### src/rtl/wb_pkg.sv
// Shared types for the writeback arbiter: FSM state, register index and queued write entry.
package wb_pkg;

  localparam int XLEN = 32;

  typedef enum logic [1:0] {
    RUN    = 2'd0,
    DRAIN  = 2'd1,
    HALTED = 2'd2
  } wb_state_e;

  typedef logic [4:0] reg_idx_t;

  typedef struct packed {
    reg_idx_t            rd;
    logic [XLEN-1:0]     data;
  } wb_entry_t;

  // x0 is hard-wired zero, so a result aimed at it is consumed without a write
  function automatic logic writes_reg(input reg_idx_t rd);
    return (rd != 5'd0);
  endfunction

endpackage

### src/rtl/wb_fifo.sv
// In-order load-result queue. Pointers carry one extra wrap bit so full and empty
// differ only in the MSB.
module wb_fifo
  import wb_pkg::*;
#(
  parameter int DEPTH = 2
) (
  input  logic      clk,
  input  logic      rst_b,
  input  logic      push,
  input  wb_entry_t push_entry,
  input  logic      pop,
  output wb_entry_t head,
  output logic      full,
  output logic      empty
);

  localparam int AW = $clog2(DEPTH);

  logic [AW:0] wr_ptr_r;
  logic [AW:0] rd_ptr_r;
  wb_entry_t   mem_r [DEPTH];
  logic        push_s;
  logic        pop_s;

  assign empty  = (wr_ptr_r == rd_ptr_r);
  assign full   = (wr_ptr_r[AW] != rd_ptr_r[AW]) &&
                  (wr_ptr_r[AW-1:0] == rd_ptr_r[AW-1:0]);
  assign push_s = push && !full;
  assign pop_s  = pop && !empty;
  assign head   = mem_r[rd_ptr_r[AW-1:0]];

  // Pointer and storage update
  always_ff @(posedge clk or negedge rst_b) begin
    if (!rst_b) begin
      wr_ptr_r <= '0;
      rd_ptr_r <= '0;
      for (int i = 0; i < DEPTH; i++) begin
        mem_r[i] <= '0;
      end
    end else begin
      if (push_s) begin
        mem_r[wr_ptr_r[AW-1:0]] <= push_entry;
        wr_ptr_r                <= wr_ptr_r + (AW+1)'(1);
      end
      if (pop_s) begin
        rd_ptr_r <= rd_ptr_r + (AW+1)'(1);
      end
    end
  end

endmodule

### src/rtl/wb_arbiter.sv
// Writeback arbiter: ALU results take absolute priority over queued loads; on halt the
// queue drains before halted rises. Define WB_BYPASS_EN to let idle-cycle loads skip the queue.
module wb_arbiter #(
  parameter int XLEN  = 32,
  parameter int DEPTH = 2
) (
  input  logic            clk,
  input  logic            rst_b,
  input  logic            alu_valid,
  input  logic [4:0]      alu_rd,
  input  logic [XLEN-1:0] alu_data,
  input  logic            ld_valid,
  output logic            ld_ready,
  input  logic [4:0]      ld_rd,
  input  logic [XLEN-1:0] ld_data,
  input  logic            halt_req,
  output logic [4:0]      rd_num,
  output logic [XLEN-1:0] rd_data,
  output logic            rd_we,
  output logic            busy,
  output logic            halted,
  output logic [31:0]     wb_count
);

  import wb_pkg::*;

  wb_state_e       state_r;
  wb_state_e       next_state_s;
  wb_entry_t       ld_entry_s;
  wb_entry_t       head_s;
  wb_entry_t       take_entry_s;
  logic            take_s;
  logic            we_next_s;
  logic            bypass_s;
  logic            ld_ready_s;
  logic            fifo_push_s;
  logic            fifo_pop_s;
  logic            fifo_full_s;
  logic            fifo_empty_s;
  logic [4:0]      rd_num_r;
  logic [XLEN-1:0] rd_data_r;
  logic            rd_we_r;
  logic [31:0]     wb_count_r;

  assign ld_entry_s  = '{rd: ld_rd, data: ld_data};
  assign fifo_push_s = ld_valid && ld_ready_s && !bypass_s;
  assign we_next_s   = take_s && writes_reg(take_entry_s.rd);

  wb_fifo #(.DEPTH(DEPTH)) u_fifo (
    .clk        (clk),
    .rst_b      (rst_b),
    .push       (fifo_push_s),
    .push_entry (ld_entry_s),
    .pop        (fifo_pop_s),
    .head       (head_s),
    .full       (fifo_full_s),
    .empty      (fifo_empty_s)
  );

  // FSM state register
  always_ff @(posedge clk or negedge rst_b) begin
    if (!rst_b) begin
      state_r <= RUN;
    end else begin
      state_r <= next_state_s;
    end
  end

  // Next-state: the drain ends only once the final write has already been committed
  always_comb begin
    next_state_s = state_r;
    case (state_r)
      RUN: begin
        if (halt_req) next_state_s = DRAIN;
        else          next_state_s = RUN;
      end
      DRAIN: begin
        if (fifo_empty_s && !rd_we_r) next_state_s = HALTED;
        else                          next_state_s = DRAIN;
      end
      HALTED:  next_state_s = HALTED;
      default: next_state_s = RUN;
    endcase
  end

  // Arbitration: select what the output register captures this cycle
  always_comb begin
    ld_ready_s   = 1'b0;
    bypass_s     = 1'b0;
    fifo_pop_s   = 1'b0;
    take_s       = 1'b0;
    take_entry_s = head_s;
    case (state_r)
      RUN: begin
        ld_ready_s = !fifo_full_s;
`ifdef WB_BYPASS_EN
        bypass_s   = ld_valid && fifo_empty_s && !alu_valid;
`else
        bypass_s   = 1'b0;
`endif
        if (alu_valid) begin
          take_s       = 1'b1;
          take_entry_s = '{rd: alu_rd, data: alu_data};
        end else if (bypass_s) begin
          take_s       = 1'b1;
          take_entry_s = ld_entry_s;
        end else if (!fifo_empty_s) begin
          take_s     = 1'b1;
          fifo_pop_s = 1'b1;
        end else begin
          take_s = 1'b0;
        end
      end
      DRAIN: begin
        if (!fifo_empty_s) begin
          take_s     = 1'b1;
          fifo_pop_s = 1'b1;
        end else begin
          take_s = 1'b0;
        end
      end
      HALTED:  take_s = 1'b0;
      default: take_s = 1'b0;
    endcase
  end

  // Registered write port and commit counter
  always_ff @(posedge clk or negedge rst_b) begin
    if (!rst_b) begin
      rd_num_r   <= 5'd0;
      rd_data_r  <= '0;
      rd_we_r    <= 1'b0;
      wb_count_r <= 32'd0;
    end else begin
      rd_we_r <= we_next_s;
      if (take_s) begin
        rd_num_r  <= take_entry_s.rd;
        rd_data_r <= take_entry_s.data;
      end
      if (we_next_s) begin
        wb_count_r <= wb_count_r + 32'd1;
      end
    end
  end

  assign ld_ready = ld_ready_s;
  assign rd_num   = rd_num_r;
  assign rd_data  = rd_data_r;
  assign rd_we    = rd_we_r;
  assign wb_count = wb_count_r;
  assign busy     = !fifo_empty_s || rd_we_r;
  assign halted   = (state_r == HALTED);

endmodule
### config.mk
export PLATFORM = sky130hd
export DESIGN_NAME = wb_arbiter
export DESIGN_NICKNAME = d
export VERILOG_FILES = /design/src/rtl/wb_pkg.sv /design/src/rtl/wb_fifo.sv /design/src/rtl/wb_arbiter.sv
export SDC_FILE = /design/constraint.sdc
export NUM_CORES = 1
export LEC_CHECK = 0
export BUFFER_PORTS_ARGS = -buffer_cell sky130_fd_sc_hd__buf_4
export CAP_MARGIN = 40
export CORE_UTILIZATION = 49
export CTS_CLUSTER_DIAMETER = 100
export DETAILED_ROUTE_END_ITERATION = 8
export GPL_TIMING_DRIVEN = 0
export PLACE_DENSITY = 0.76
export SLEW_MARGIN = 5
export SYNTH_ARGS = -nofsm -noshare
export SYNTH_HDL_FRONTEND = slang
export SYNTH_SLANG_ARGS = --single-unit
### constraint.sdc
create_clock -name clk -period 1.9 [get_ports clk]
set_clock_uncertainty 0.15 [all_clocks]
set_input_delay 0.095 -clock clk [delete_from_list [all_inputs] [get_ports clk]]
set_output_delay 0.095 -clock clk [all_outputs]
set_load 0.01 [all_outputs]
## Word level (Yosys, flattened, before mapping)

Cells that the tools add are included.

- Output and inout port bits: 73
- Logic and storage cells: 54
- Bits of input ports: 79
- Latch bits: 0
- Memories: 0
- Flip-flop bits (word level): 150
- Bits in read-only memories: 0
- Bits in writable memories: 0

- Equality and inequality tests: 5
- Shift-type cells: 0
- Bitwise logic cells: 2
- Reduce and logical (&&, ||, !) cells: 13
- Div/mod/pow operators: 0
- Muxes and demuxes: 17
- $mul: 0
- Order comparisons: 3
- $add $sub $neg: 3

Operators by type and width:

| kind | count |
|---|---|
| two-way mux 37 bit | 6 |
| bitwise mux 74 bit | 1 |
| demux 37 bit (select 1 bit) | 1 |
| adder 32 x 1 -> 32 bit, second input constant | 1 |
| logical AND 1 bit | 7 |
| one-hot mux 2 bit (3 select lines) | 1 |
| two-way mux 1 bit | 5 |
| nonzero test 5 bit | 1 |
| adder 2 x 1 -> 2 bit, second input constant | 2 |
| >= comparator 2 bit, second input constant | 2 |
| inverter 1 -> 2 bit | 2 |
| one-hot mux 1 bit (2 select lines) | 2 |
| zero test 1 bit | 3 |
| == test 2 x 1 -> 1 bit, second input constant | 1 |
| == test 2 bit | 1 |
| == test 2 bit, second input constant | 1 |
| zero test 2 bit | 1 |
| less-than comparator 2 x 1 -> 1 bit, second input constant | 1 |
| two-way mux 2 bit | 1 |
| == test 1 bit | 1 |
| logical OR 1 bit | 1 |
| inequality test 1 bit | 1 |

## Longest topological paths before layout

Gate-level depths: netlist (run 1).

- Depth after elaboration: 8
- Depth in mapped cells: 8
- Depth with buffers taken out: 6

## Modules after synthesis

A second synthesis (run 1) with hierarchy kept.

- Cells, all modules: 539
- Area total of the unflattened synthesis: 6814.0 sq um

By module, submodules not included:

| module | sequential area each (sq um) | times used | cells each | area an instance (sq um) |
|---|---|---|---|---|
| wb_fifo | 1951.9 | 1 | 221 | 3458.3 |
| wb_arbiter | 1801.7 | 1 | 318 | 3355.7 |

## Worst setup path after synthesis (run 1)

OpenSTA, ideal clock, no wires.

- Path type: flip-flop to flip-flop
- From: register u_fifo.rd_ptr_r[0]
- To: register u_fifo.mem_r[49] (netlist bit)
- Cell stages (with the launch flop): 9
- Setup slack: -266 ps
- Required time: 1625 ps
- Period minus slack after synthesis: 2166 ps
- Library setup time: 125 ps
- Arrival: 1891 ps
- Buffers on the path: 3
- Cells stage by stage: dfrtp_1 buf_2 xnor2_2 a211oi_4 nand2_1 or2_1 buf_6 buf_6 mux2_4

- Longest elaborated chain between the ends: 6

Ends and longest elaborated chain:

| element | RTL line | source |
|---|---|---|
| start, declared | wb_fifo.sv:21 | `logic [AW:0] rd_ptr_r;` |
| start signal, assigned | wb_fifo.sv:47 | `rd_ptr_r <= rd_ptr_r + (AW+1)'(1);` |
| == test 1 bit | wb_fifo.sv:28 | `(wr_ptr_r[AW-1:0] == rd_ptr_r[AW-1:0]);` |
| logical AND 1 bit | wb_fifo.sv:27 | `assign full = (wr_ptr_r[AW] != rd_ptr_r[AW]) &&` |
| zero test 1 bit | wb_arbiter.sv:95 | `ld_ready_s = !fifo_full_s;` |
| two-way mux 1 bit | wb_arbiter.sv:93 | `case (state_r)` |
| net ld_ready | wb_arbiter.sv:13 | `output logic ld_ready,` |
| logical AND 1 bit | wb_arbiter.sv:46 | `assign fifo_push_s = ld_valid && ld_ready_s && !bypass_s;` |
| logical AND 1 bit | wb_fifo.sv:29 | `assign push_s = push && !full;` |
| end signal, assigned by index | wb_fifo.sv:43 | `mem_r[wr_ptr_r[AW-1:0]] <= push_entry;` |
| end, declared | wb_fifo.sv:22 | `wb_entry_t mem_r [DEPTH];` |

The timed path passes the listed nets, and every way through them passes these cells.
A chain may end at the register's enable or synchronous reset.

## Final worst setup path (run 1)

- From: register wb_count_r[2] (netlist: wb_count[2])
- To: register wb_count_r[19] (netlist: wb_count[19])

- Longest elaborated chain between the ends: 1

Ends and longest elaborated chain:

| element | RTL line | source |
|---|---|---|
| start, declared | wb_arbiter.sv:43 | `logic [31:0] wb_count_r;` |
| start signal, assigned | wb_arbiter.sv:141 | `wb_count_r <= wb_count_r + 32'd1;` |
| adder 32 x 1 -> 32 bit | wb_arbiter.sv:141 |  |

No other way between the ends.

==> results of run 1 <==
[logic make-up (layout without fill, tap and decap cells)]
logic type	after synthesis	in the layout	share of synthesized area
adders and majority gates	1	1	0.00186
AOI/OAI and AO/OA	82	82	0.0668
xor gates and xnor gates	37	37	0.0492
and+or+nand+nor	162	162	0.110
DFF	150	150	0.557
muxes	111	111	0.189
buffers and inverters	37	347	0.0258
[through the flow]
step	utilization	setup slack, ps
2_1_floorplan	-	-187
3_3_place_gp	0.610	-533
3_5_place_dp	0.613	-544
4_1_cts	0.763	-254
5_1_grt	0.790	-352
6_report	0.790	-288
[registers in the layout, indices dropped and copies added (netlist names)]
register and count:
u_fifo.mem_r 74, rd_data 32, u_fifo.wr_ptr_r 2, state_r 2, wb_count 32, u_fifo.rd_ptr_r 2, rd_we 1, rd_num 5
[per-layer routing]
metal	track usage	up-vias	routed length [um]
met5	0	-	0
met4	0.131	0	681
met3	0.0661	65	1150
met2	0.513	258	11100
met1	0.335	2984	8140
li1	-	2622	-
[how the worst max path moves through the flow]
stage | startpoint | end | slack, ps | cells past startpoint
after floorplan | u_fifo.rd_ptr_r[0] | u_fifo.mem_r[49] | -190 | 8
after global placement | u_fifo.rd_ptr_r[0] | rd_data[27] | -530 | 8
after detailed placement | u_fifo.rd_ptr_r[0] | rd_data[5] | -540 | 8
after CTS | u_fifo.rd_ptr_r[0] | u_fifo.mem_r[62] | -250 | 8
after global routing | u_fifo.rd_ptr_r[0] | wb_count[19] | -350 | 10
final | wb_count[2] | wb_count[19] | -290 | 5
[timing repair]
item	4_1_cts	5_1_grt
setup endpoints to repair	138	144
hold buffers	76	0
resized for setup	80	59
gates cloned	3	1
hold endpoints to repair	183	0
pin swaps	26	30
buffers inserted	37	18
[where the power goes]
group / switching [mW] / internal [mW] / total, mW
registers: 1.02 / 4.65 / 5.67
logic: 4.41 / 4.56 / 8.98
clock network: 1.26 / 2.17 / 3.43
[placed cells by master, fill, tap and decap left out, types with 3 or more instances in the layout]
cell type and count:
buf_4 187, dfrtp_1 145, nand2_1 87, dlygate4sd3_1 76, o21ai_0 74, mux2_2 54, mux2i_1 37, buf_6 21
mux2_4 20, clkbuf_16 18, xnor2_1 16, xor2_1 15, nand4_1 12, clkbuf_8 10, clkbuf_2 10, nand3_1 8
clkbuf_1 7, nor3_4 7, nor3_2 5, dfrtp_2 5, xnor2_2 4, nor2_4 4, nor2_1 4, and3_1 4
nand3_2 4, nor4_4 3, buf_8 3, nand2_2 3, nand3_4 3, buf_12 3, buf_16 3
[worst max-delay path: stages, from the launching register on]
cell and delay, ps:
dfrtp_1 470, nand3_1 250, or2_2 460, nor3_4 360, nand3_1 160, xnor2_1 230
[cell type report]
class / instances / area share
multi-input cells: 393 / 0.305
plain buffers: 31 / 0.0260
repair buffers: 282 / 0.233
flip-flops and latches: 150 / 0.357
clock buffers: 28 / 0.0509
clock inverters: 2 / 0.00570
inverters: 4 / 0.00190
well taps: 176 / 0.0209
==> results_dict.tcl, run 1 <==
set metrics [dict create \
    maxCapViolCount 0 \
    synth.area.top_cells "dfrtp_1 (56%), mux2_2 (9.2%), mux2i_1 (5.5%)" \
    rsz0062_at_grt "yes" \
    core_um2 13300 \
    critPathKind "reg -> reg" \
    grt_util_all_layers 0.291 \
    first_pass_iters 5 \
    mappedNetlistArea_um2 6740 \
    cts_made_buffers 17 \
    ys_async_sr_fraction 1.00 \
    syn_nets 660 \
    outcome "finished with violations" \
    clkTransAtPathRegs_ps 60 \
    wl_per_cell_um 19.7 \
    power_mw 18.1 \
    worstSetupStartpointType "flop" \
    grt_max_degree 80 \
    clock-sinks 150 \
    grt_pass1_wl_um 31500 \
    hold_class "in -> reg" \
    areaGrowthSynthToFinish_pct 56.4 \
    syn_area_per_cell_um2 11.6 \
    cts_buffer_depth 2 \
    io_buffers 151 \
    ioPinCount 152 \
    nNetsFinal 959 \
    multi_input_area_um2 3210 \
    max_freq_mhz 457 \
    period_needed_ps 2190 \
    peakVddDrop_v 0.00154 \
    grt.overflow.total 0 \
    vias 5929 \
    h-tree-depth 4 \
    rr_worst_depth 5 \
    placed_cell_area_um2 8180 \
    yosysWarningCount 0 \
    die_h_um 119 \
    hold_viol_final 0 \
    yosysMostFrequentCell "dfrtp_1" \
    min_path_cells 4 \
    clock_tree.root_cell "clkbuf_16" \
    grt_pass1_vias 6270 \
    finalWirelength_um 21000 \
    drc 0 \
    critical_path.endpoint_type "flop" \
    r2r_end "wb_count[19]" \
    gp_congestion 0.808 \
    route.detailed.vias_per_inst 5.56 \
    synth_area_leader_cell "dfrtp_1" \
    yosysUniqueCellTypes 39 \
    regArea_um2 3760 \
    ys_seq_area_frac 0.557 \
    min_to "u_fifo.wr_ptr_r[1]" \
    ant_nets 0 \
    violations "negative setup slack" \
    setup_viol 124 \
    row_count 42 \
    initial_core_util 0.505 \
    power_density_nw_per_um2 1720 \
    cp_max_fo 6 \
    hp-start "ld_valid" \
    design_area_um2 10500 \
    reg2reg_slack_ps -290 \
    tightest_slew_ps 665 \
    slew_violations 0 \
    cp_data_required_time_ps 2070 \
    place_inst 908 \
    antenna_found_initial 0 \
    yosysTopAreaCellShare 0.557 \
    synthCells 580 \
    slew_headroom 0.557 \
    diodes 0 \
    arrival_ps 2360 \
    synth_ff_type "dfrtp_1" \
    clk_latency_ps 430 \
    hold_slack_ps 30.3 \
    final_cells 1066 \
    setup_ws_ps -288 \
    drt_iter0_markers 314 \
    p_leak_nw 5.02 \
    fillCellCount 739 \
    ys_seq_elements 150 \
    die-area_um2 14200 \
    timing.rr.start "wb_count[2]" \
    drive_above_1_share 0.444 \
    die_w_um 119 \
    synth-edff-count 0 \
    yosys-top-cells-count "dfrtp_1 (150), nand2_1 (92), o21ai_0 (74)" \
    fin_setup_tns_ps -15660 \
    dp_hpwl_um 11700 \
    post-route-period-util 1.15 \
    cts_tree "yes" \
]
Power figures use the tool's default switching activity.
==> run 2: changes to the inputs <==
BUFFER_PORTS_ARGS = default   (was -buffer_cell sky130_fd_sc_hd__buf_4)
CORE_UTILIZATION = 57   (was 49)
DONT_BUFFER_PORTS = 1   (was default)
PLACE_DENSITY = 0.75   (was 0.76)
==> run 2 against run 1 <==
The flow finishes with violations (negative hold slack, negative setup slack); routed wire length is 7.5% lower; critical path depth is 4 higher; combinational power is 3.8% lower; via count is 11% lower; utilization is 4.5 points higher; sequential share of layout area is 3.7 points higher; sequential cell count stayed put; non-clock buffer count is 159 lower; cell area is 9.2% lower; sequential power is 6.2% higher; worst setup slack worse by 86 ps; critical path type unchanged.
==> results_dict.tcl, run 2 (synthesis gave the netlist of run 1 again) <==
set metrics [dict create \
    grt_max_degree 151 \
    cts_buffer_depth 2 \
    route.detailed.vias_per_inst 6.05 \
    fillCellCount 576 \
    reg2reg_slack_ps -370 \
    critPathKind "reg -> reg" \
    antenna_found_initial 0 \
    clock_tree.root_cell "clkbuf_16" \
    hold_viol_final 150 \
    hold_class "in -> async" \
    violations "negative hold slack, negative setup slack" \
    rsz0062_at_grt "yes" \
    arrival_ps 2450 \
    setup_viol 143 \
    slew_headroom 0.468 \
    core_um2 11500 \
    grt.overflow.total 0 \
    worstSetupStartpointType "flop" \
    grt_pass1_vias 5525 \
    cp_top_family "buffers and inverters" \
    rr_worst_depth 9 \
    critical_path.endpoint_type "flop" \
    r2r_end "wb_count[13]" \
    endpoint "wb_count[13]" \
    tightest_slew_ps 786 \
    hold_slack_ps -784 \
    p_leak_nw 4.35 \
    cp_slowest_cell "dfrtp_2" \
    grt_util_all_layers 0.304 \
    slew_violations 0 \
    cts_made_buffers 17 \
    top_register "u_fifo.mem_r" \
    drc 0 \
    areaGrowthSynthToFinish_pct 42.0 \
    timing.rr.start "u_fifo.wr_ptr_r[0]" \
    final_common_cell "dfrtp_1" \
    cp_max_fo 5 \
    drt_iter0_markers 344 \
    post-route-period-util 1.20 \
    max_freq_mhz 440 \
    gp_congestion 0.812 \
    final_core_util 0.834 \
    cts_tree "yes" \
    power_mw 18.6 \
    startpoint "u_fifo.wr_ptr_r[0]" \
    crit_path_frequent_cell "buf_6" \
    maxCapViolCount 0 \
    die-area_um2 12300 \
    power_density_nw_per_um2 1950 \
    row_count 39 \
    clkTransAtPathRegs_ps 60 \
    wl_per_cell_um 22.2 \
    final_cell_mix "dfrtp_1 (137), nand2_1 (86), dlygate4sd3_1 (76)" \
    h-tree-depth 4 \
    ioPinCount 152 \
    worst-path-stages 9 \
    peakVddDrop_v 0.00128 \
    vias 5303 \
    nNetsFinal 800 \
    clock-sinks 150 \
    period_needed_ps 2270 \
    clk_latency_ps 430 \
    dp_hpwl_um 10100 \
    finalWirelength_um 19500 \
    drive_above_1_share 0.347 \
    io_buffers 0 \
    grt_pass1_wl_um 28700 \
    cp_data_required_time_ps 2080 \
    first_pass_iters 5 \
    crit_chain "xnor2_4 -> buf_6 -> buf_6 -> a211oi_4 -> a22oi_2 -> inv_2 -> buf_6 -> nand4_1 -> xnor2_1" \
    largest_reg_flops 74 \
    ant_nets 0 \
    die_w_um 111 \
    die_h_um 111 \
    setup_ws_ps -374 \
    critPathMaxStageDelay_ps 460 \
    ctsHoldBuffers 76 \
    diodes 0 \
    critPathBufInv 4 \
    outcome "finished with violations" \
    initial_core_util 0.588 \
]
## run 2: worst min path at each step
stage          cells past startpoint  slack, ps               end  start
2_1_floorplan                      0       -350        rd_data[0]  rst_b
3_3_place_gp                       0       -350  u_fifo.mem_r[58]  rst_b
3_5_place_dp                       0       -350       rd_data[21]  rst_b
4_1_cts                            0       -800  u_fifo.mem_r[17]  rst_b
5_1_grt                            0       -810       rd_data[21]  rst_b
6_report                           0       -780       rd_data[21]  rst_b
## run 2: final cells by class
cell class,instances,area [um2],share of cell area
clock buffer,24,472,0.0493
tap,143,179,0.0187
timing repair buffer,126,1320,0.138
sequential,150,3770,0.394
buffer,28,340,0.0356
inverter,4,15.0,0.00157
clock inverter,8,218,0.0228
multi-input combinational,393,3260,0.340
## run 2: stage by stage
stage | setup WS, ps | setup TNS (ps) | cells | area [um2]
6_report | -374 | -28030 | 876 | 9570
5_1_grt | -448 | -37880 | 876 | 9570
4_1_cts | -357 | -24900 | 856 | 9030
3_5_place_dp | -533 | -42600 | 723 | 6970
3_3_place_gp | -495 | -39820 | 723 | 6970
2_1_floorplan | -187 | -4720 | 580 | 6790
## run 2: timing repair
action | CTS | global route
gates cloned | 3 | 4
pin swaps | 24 | 32
gates resized for setup | 92 | 154
buffers inserted | 28 | 20
endpoints found under the setup margin | 140 | 147
hold endpoints to repair | 263 | 150
## run 2: layer usage
layer	global-route usage	routed length (um)	vias to the layer above
met3	0.0755	1230	49
met2	0.510	10000	238
met1	0.374	7810	2716
li1	-	-	2300
met5	0	0	-
met4	0.130	380	0
## run 2: power breakdown
group          leakage [nW]  total (mW)  internal (mW)  switching, mW
sequential             1.81        6.02           4.65           1.37
combinational          2.21        8.64           4.56           4.08
clock                 0.329        3.98           2.67           1.31
total                  4.35        18.6           11.9           6.76
## run 2: worst register-to-register path, delay by kind of cell, from the launching register on
| family | cells | cell delay (ps) |
|---|---|---|
| buffers and inverters | 4 | 560 |
| flip-flops | 1 | 460 |
| AND/OR/NAND/NOR | 1 | 110 |
| AO/OA/AOI/OAI | 2 | 450 |
| XOR/XNOR | 2 | 450 |
